`src/rtl/mem_bank4x16_pkg.sv`:
```
`default_nettype none
// ============================================================================
// Module   : mem_bank4x16_pkg
// Purpose  : Shared sizes and FSM encodings for the 4x16 register memory.
// Revision : 1.0
// ============================================================================
package mem_bank4x16_pkg;

    localparam int C_WIDTH  = 16;
    localparam int C_DEPTH  = 4;
    localparam int C_ADDR_W = 2;

    typedef enum logic [0:0] {
        IDLE  = 1'b0,
        CLEAR = 1'b1
    } state_t;

endpackage : mem_bank4x16_pkg
`default_nettype wire

```
`src/rtl/gmux4way16.sv`:
```
`default_nettype none
// ============================================================================
// Module   : gmux4way16
// Purpose  : Combinational 4-way word selector.
// Revision : 1.0
// ============================================================================
module gmux4way16
    import mem_bank4x16_pkg::*;
#(
    parameter int WIDTH = C_WIDTH
) (
    input  logic [WIDTH-1:0]    a,
    input  logic [WIDTH-1:0]    b,
    input  logic [WIDTH-1:0]    c,
    input  logic [WIDTH-1:0]    d,
    input  logic [C_ADDR_W-1:0] sel,
    output logic [WIDTH-1:0]    y
);

    always_comb begin
        y = a;
        case (sel)
            2'd0:    y = a;
            2'd1:    y = b;
            2'd2:    y = c;
            default: y = d;
        endcase
    end

endmodule : gmux4way16
`default_nettype wire

```
`src/rtl/mem_bank4x16.sv`:
```
`default_nettype none
// ============================================================================
// Module   : mem_bank4x16
// Purpose  : Four-word register memory with registered read and clear sequencer.
// Revision : 1.0
// ============================================================================
module mem_bank4x16
    import mem_bank4x16_pkg::*;
#(
    parameter int WIDTH = C_WIDTH
) (
    input  logic                clk,
    input  logic                reset,
    input  logic                we,
    input  logic                re,
    input  logic                clr,
    input  logic [C_ADDR_W-1:0] addr,
    input  logic [WIDTH-1:0]    din,
    output logic [WIDTH-1:0]    dout,
    output logic                dout_valid,
    output logic                busy
);

    state_t                r_state;
    state_t                w_state_next;
    logic [C_ADDR_W-1:0]   r_cnt;
    logic [C_ADDR_W-1:0]   w_cnt_next;
    logic [WIDTH-1:0]      r_mem [C_DEPTH];
    logic [WIDTH-1:0]      r_dout;
    logic                  r_dout_valid;

    logic                  w_mem_we;
    logic [C_ADDR_W-1:0]   w_mem_addr;
    logic [WIDTH-1:0]      w_mem_data;
    logic                  w_rd;
    logic [WIDTH-1:0]      w_rd_word;

    gmux4way16 #(
        .WIDTH (WIDTH)
    ) u_rd_mux (
        .a   (r_mem[0]),
        .b   (r_mem[1]),
        .c   (r_mem[2]),
        .d   (r_mem[3]),
        .sel (addr),
        .y   (w_rd_word)
    );

    // A clr in IDLE swallows any same-cycle we/re; CLEAR ignores all requests.
    always_comb begin
        w_state_next = r_state;
        w_cnt_next   = r_cnt;
        w_mem_we     = 1'b0;
        w_mem_addr   = addr;
        w_mem_data   = din;
        w_rd         = 1'b0;
        case (r_state)
            IDLE: begin
                if (clr) begin
                    w_state_next = CLEAR;
                    w_cnt_next   = '0;
                end else begin
                    w_mem_we = we;
                    w_rd     = re;
                end
            end
            CLEAR: begin
                w_mem_we   = 1'b1;
                w_mem_addr = r_cnt;
                w_mem_data = '0;
                w_cnt_next = r_cnt + 2'd1;
                if (r_cnt == 2'd3) begin
                    w_state_next = IDLE;
                end
            end
            default: begin
                w_state_next = IDLE;
            end
        endcase
    end

    always_ff @(posedge clk or posedge reset) begin
        if (reset) begin
            r_state <= IDLE;
            r_cnt   <= '0;
        end else begin
            r_state <= w_state_next;
            r_cnt   <= w_cnt_next;
        end
    end

    always_ff @(posedge clk or posedge reset) begin
        if (reset) begin
            for (int i = 0; i < C_DEPTH; i++) begin
                r_mem[i] <= '0;
            end
        end else if (w_mem_we) begin
            r_mem[w_mem_addr] <= w_mem_data;
        end
    end

    // Mux reads the pre-edge words, so a same-address read/write is read-first.
    always_ff @(posedge clk or posedge reset) begin
        if (reset) begin
            r_dout       <= '0;
            r_dout_valid <= 1'b0;
        end else begin
            r_dout_valid <= w_rd;
            if (w_rd) begin
                r_dout <= w_rd_word;
            end
        end
    end

    assign dout       = r_dout;
    assign dout_valid = r_dout_valid;
    assign busy       = (r_state == CLEAR);

endmodule : mem_bank4x16
`default_nettype wire

```
`config.mk`:
```
export PLATFORM = sky130hd
export DESIGN_NAME = mem_bank4x16
export DESIGN_NICKNAME = d
export VERILOG_FILES = /design/src/rtl/mem_bank4x16_pkg.sv /design/src/rtl/gmux4way16.sv /design/src/rtl/mem_bank4x16.sv
export SDC_FILE = /design/constraint.sdc
export NUM_CORES = 1
export LEC_CHECK = 0
export ABC_AREA = 1
export ABC_CLOCK_PERIOD_IN_PS = 2600
export CAP_MARGIN = 5
export CELL_PAD_IN_SITES_DETAIL_PLACEMENT = 0
export CELL_PAD_IN_SITES_GLOBAL_PLACEMENT = 1
export CORE_ASPECT_RATIO = 1.4
export CORE_MARGIN = 8
export CORE_UTILIZATION = 42
export CTS_CLUSTER_DIAMETER = 40
export DETAILED_ROUTE_END_ITERATION = 16
export DONT_BUFFER_PORTS = 1
export PLACE_DENSITY_LB_ADDON = 0.1
export SETUP_SLACK_MARGIN = 0.1
export SYNTH_ARGS = -nofsm -noshare
export SYNTH_HDL_FRONTEND = slang
export SYNTH_SLANG_ARGS = --single-unit
```
`constraint.sdc`:
```
create_clock -name clk -period 2.6 [get_ports clk]
set_input_delay 0.39 -clock clk [delete_from_list [all_inputs] [get_ports clk]]
set_output_delay 0.39 -clock clk [all_outputs]
set_load 0.01 [all_outputs]
```
==> results.yml, run 1 <==
place:
  place_area_um2: 4160
  placed_cells: 630
  numPortBuffers: 0
  dpl.hpwl_um: 7180
  gp_congestion: 0.786
final_layout:
  multi_input_area_um2: 1700
  diodes: 0
  utilization_pct: 46.4
  drive_above_1_share_pct: 7.06
  area_growth_pct: 7.49
  layout.cells.non_filler: 642
  final_area_um2: 4420
  finalNetCount: 534
  nFillCells: 969
  seqCellArea_um2: 2100
timing:
  rsz0062_at_grt: "no"
  min_period_ns: 1.98
  max_freq_ghz: 0.506
  timing.slew.headroom_pct: 55.4
  final-setup-viol-count: 0
  setup_tns_ns: 0
  period_share_pct: 76.0
  hold_violations: 0
  slew_viol_final: 0
  worstMarginPinSlew_ns: 0.666
  holdWs_ns: 0.233
  fin_worst_skew_ns: 0.00539
floorplanning:
  dieArea_um2: 13300
  die_y_um: 133
  rows: 42
  die_w_um: 99.6
  ios: 41
  floorplan.initialDensity_pct: 43.2
  core_um2: 9510
clocking:
  max-clock-path-buffers: 2
  root_buffer: "clkbuf_16"
  cts_tree: "done"
  cts_buffers: 9
  clkLatencyLatePin_ns: 0.33
  post_cts_resized: 0
  cts_setup_buffers: 0
  clk_pin_slew_ns: 0.05
  clock-sinks: 84
  htreeDepth: 3
routing:
  dr.pass1.iters: 5
  drt_iter0_drc: 415
  drc: 0
  avgRoutedWirePerCell_um: 17.3
  vias: 3496
  avgViaCountPerCell: 5.45
  antenna_left: 0
  routed_wl_um: 11100
min_path:
  hold_class: "primary input to flip-flop"
  min_from: "clr"
synth:
  syn_area_per_cell_um2: 7.84
  synth_most_common_cell: "nand2_1"
  synth_flop_cell: "dfrtp_1"
  yosys-top-cells-count: "nand2_1, dfrtp_1, nand4_1"
  synth_seq_cells: 84
  syn_inst: 524
  seq_area_frac_synth_pct: 51.1
  netlist_area_um2: 4110
  synth_top_area_cell: "dfrtp_1"
  async_flop_share_pct: 100
  synth_cell_types: 18
  synth_nets: 548
  ys.warnings.count: 0
  synth-edff-count: 0
  synthTopCellsByArea: "dfrtp_1, nand2_1, nand4_1, nor2_1, nand3_1"
  yosysTopAreaCellShare_pct: 51.1
setup_path:
  path_class: "flip-flop to flip-flop"
  required_ns: 2.82
  startpoint: "busy$_DFF_PP0_"
  cp-end-kind: "flip-flop"
  path_max_fanout: 25
  critPathArrivalTime_ns: 2.20
  rr_startpoint: "busy$_DFF_PP0_"
  start_kind: "flip-flop"
global_routing:
  grt_pass1_vias: 3353
  grt_pass1_wl_um: 18400
  grt_max_degree: 43
  antenna_found_initial: 0
  grt_overflow: 0
  grt_usage_pct: 17.8
power:
  powerDensity_nw_per_um2: 1150
  p_leak_nw: 2.39
  ir_drop_v: 0.000719
job:
  drv_cap: 0
outcome:
  outcome: "complete, no violations"
[final cells by class]
class / count / area share, %
flip-flops and latches: 84 / 47.6
multi-input cells: 379 / 38.5
clock buffers: 11 / 5.72
well taps: 132 / 3.74
repair buffers: 11 / 2.21
inverters: 25 / 2.21
[cells in the final DEF, fill, tap and decap left out, drive strengths merged]
| cell | Yosys | routed |
|---|---|---|
| nand2 | 209 | 209 |
| dfrtp | 84 | 84 |
| clkbuf | 3 | 11 |
| buf | 33 | 10 |
| dlygate4sd3 | 0 | 1 |
| nor2 | 50 | 50 |
| o21ai | 18 | 18 |
| nand4 | 64 | 64 |
| ha | 1 | 1 |
| inv | 25 | 24 |
| a21oi | 1 | 1 |
| nand3 | 36 | 36 |
| clkinvlp | 0 | 1 |
[power breakdown]
group / switching [mW] / leakage [nW] / internal [mW]
sequential: 0.361 / 1.12 / 1.81
combinational: 1.29 / 1.14 / 0.478
clock: 0.463 / 0.125 / 0.672
[path summary, 6_finish.rpt]
check	to	slack (ns)	cells after the start
max	r_mem[41]$_DFFE_PP0P_	0.62	5
max in group asynchronous	r_mem[20]$_DFFE_PP0P_	1.37	3
min in group asynchronous	dout[15]$_DFFE_PP0P_	0.59	2
max reg2reg	r_mem[41]$_DFFE_PP0P_	0.62	5
min reg2reg	r_mem[42]$_DFFE_PP0P_	0.48	2
min	busy$_DFF_PP0_	0.23	2
[through the flow]
step / total power, mW / setup slack (ns)
global placement: 3.94 / 0.655
detailed placement: 3.95 / 0.648
CTS: 5.11 / 0.605
finish: 5.08 / 0.624
global route: 5.45 / 0.468
floorplan: 3.53 / 1.24
[worst max-delay path: stages (launching register included)]
cell,delay [ns]
dfrtp_1,0.53
inv_2,0.12
nand2_2,0.44
nand3_2,0.51
nand2_1,0.20
nand2_1,0.07
[routing by layer]
metal / routed length [um] / global-route usage (%) / up-vias
li1: - / - / 1681
met3: 838 / 4.30 / 12
met4: 136 / 5.66 / 0
met1: 5570 / 27.0 / 1669
met2: 4560 / 23.9 / 134
met5: 0 / 0 / -
[cells by family after synthesis]
| family | share of synthesized area (%) |
|---|---|
| and+or+nand+nor | 38.8 |
| DFF | 51.1 |
| buffers and inverters | 7.43 |
| AOI/OAI and AO/OA | 2.31 |
| adders and majority gates | 0.304 |
[repair_timing]
item | in CTS | in global routing
setup endpoints to repair | 0 | 0
hold endpoints to repair | 23 | 0
hold buffers | 1 | 0
[flip-flops by register name, indices dropped and copies added, names as in the netlist]
register	cells
dout	16
r_mem	64
r_cnt	2
dout_valid	1
busy	1
(Power assumes the default switching activity.)
==> run 2: changes to the inputs <==
--- a/config.mk
+++ b/config.mk
@@ -6,7 +6,7 @@
 export NUM_CORES = 1
 export LEC_CHECK = 0
 export ABC_AREA = 1
-export ABC_CLOCK_PERIOD_IN_PS = 2600
+export ABC_CLOCK_PERIOD_IN_PS = 1670
 export CAP_MARGIN = 5
 export CELL_PAD_IN_SITES_DETAIL_PLACEMENT = 0
 export CELL_PAD_IN_SITES_GLOBAL_PLACEMENT = 1
==> constraint.sdc (replaced) <==
create_clock -name clk -period 1.67 [get_ports clk]
set_input_delay 0.2505 -clock clk [delete_from_list [all_inputs] [get_ports clk]]
set_output_delay 0.2505 -clock clk [all_outputs]
set_load 0.01 [all_outputs]
==> results.yml, run 2 (same netlist as run 1, synthesis figures left out) <==
outcome:
  outcome: "complete, no violations"
floorplanning:
  rows: 42
  ios: 41
  die_w_um: 99.6
  floorplan.initialDensity_pct: 43.2
  core_um2: 9510
  dieArea_um2: 13300
  die_y_um: 133
clocking:
  cts_buffers: 9
  cts_setup_buffers: 0
  clk_pin_slew_ns: 0.06
  cts_tree: "done"
  max-clock-path-buffers: 2
  root_buffer: "clkbuf_16"
  clock-sinks: 84
  clkLatencyLatePin_ns: 0.34
  htreeDepth: 3
place:
  place_area_um2: 4270
  dpl.hpwl_um: 7310
  numPortBuffers: 0
  gp_congestion: 0.772
timing:
  setup_tns_ns: 0
  period_share_pct: 85.6
  holdWs_ns: 0.0808
  final-setup-viol-count: 0
  slew_viol_final: 0
  rsz0062_at_grt: "no"
  worstMarginPinSlew_ns: 0.555
  hold_violations: 0
  max_freq_ghz: 0.699
  fin_worst_skew_ns: 0.00914
  timing.slew.headroom_pct: 62.9
  min_period_ns: 1.43
global_routing:
  grt_usage_pct: 17.9
  grt_pass1_wl_um: 18400
  grt_overflow: 0
  antenna_found_initial: 0
  grt_max_degree: 37
  grt_pass1_vias: 3380
routing:
  vias: 3572
  routed_wl_um: 11300
  antenna_left: 0
  avgViaCountPerCell: 5.41
  dr.pass1.iters: 5
  drc: 0
  drt_iter0_drc: 302
  avgRoutedWirePerCell_um: 17.1
min_path:
  min_from: "clr"
  min_to: "busy$_DFF_PP0_"
  hold_class: "primary input to flip-flop"
  hold_depth: 2
setup_path:
  critPathArrivalTime_ns: 1.70
  max_stage_delay_ns: 0.43
  path_max_fanout: 31
  path_class: "flip-flop to flip-flop"
  rrSetupSlack_ns: 0.24
  required_ns: 1.94
  crit_chain: "inv_2, nand2_2, buf_4, nand4_1, nand2_1"
  reg2reg_depth: 5
  rr_startpoint: "busy$_DFF_PP0_"
  critPathSlowestCell: "dfrtp_1"
  reg2reg_to: "r_mem[14]$_DFFE_PP0P_"
  cp-end-kind: "flip-flop"
  start_kind: "flip-flop"
final_layout:
  largest_reg_flops: 64
  area_growth_pct: 12.1
  finalNetCount: 547
  final_common_cell: "nand2_1"
  drive_above_1_share_pct: 9.85
  utilization_pct: 48.5
  largest_register: "r_mem"
  final_cell_mix: "nand2_1, dfrtp_1, nand4_1, nor2_1, nand3_1"
  final_area_um2: 4610
  diodes: 0
power:
  powerDensity_nw_per_um2: 1850
  p_leak_nw: 2.49
  ir_drop_v: 0.00167
  p_total_mw: 8.52
job:
  drv_cap: 0
run 2: per-layer routing:
layer	track usage [%]	part of all wire [%]
met4	6.93	1.7
met3	4.15	7.6
met5	0	0
met1	26.0	48
met2	24.7	42
run 2: through the flow:
step	worst slack, ns	instances
global route	0.126	660
finish	0.240	660
global placement	0.187	643
CTS	0.170	660
detailed placement	0.187	643
floorplan	0.410	524
run 2: what timing repair did:
action | in CTS | in global routing
hold buffers | 1 | 0
gates resized for setup | 0 | 2
setup endpoints to repair | 0 | 31
hold endpoints to repair | 21 | 0
run 2: area by class of cell:
type / instances / area (um^2)
fillers: 972 / 4900
inverters: 25 / 97.6
well taps: 132 / 165
flip-flops and latches: 84 / 2100
multi-input cells: 379 / 1720
clock inverters: 4 / 72.6
clock buffers: 12 / 246
repair buffers: 24 / 208
run 2: report_power, final:
part,internal (mW),switching [mW],total [mW]
Combinational,0.914,2.08,3.00
Clock,1.35,0.807,2.16
Sequential,2.82,0.541,3.36
run 2: worst max-delay path by stage:
stage / from / to / slack, ns / depth (start not counted)
6_report: busy$_DFF_PP0_ / r_mem[14]$_DFFE_PP0P_ / 0.24 / 5
3_5_place_dp: busy$_DFF_PP0_ / r_mem[33]$_DFFE_PP0P_ / 0.19 / 6
4_1_cts: busy$_DFF_PP0_ / r_mem[33]$_DFFE_PP0P_ / 0.17 / 6
5_1_grt: busy$_DFF_PP0_ / r_mem[4]$_DFFE_PP0P_ / 0.13 / 6
3_3_place_gp: busy$_DFF_PP0_ / r_mem[34]$_DFFE_PP0P_ / 0.19 / 6
2_1_floorplan: busy$_DFF_PP0_ / r_mem[32]$_DFFE_PP0P_ / 0.41 / 7
run 2: worst max-delay path, delay by kind of cell, from the launching register on:
kind | cells | cell delay (ns)
flip-flops | 1 | 0.43
buffers and inverters | 2 | 0.45
AND/OR/NAND/NOR | 3 | 0.48
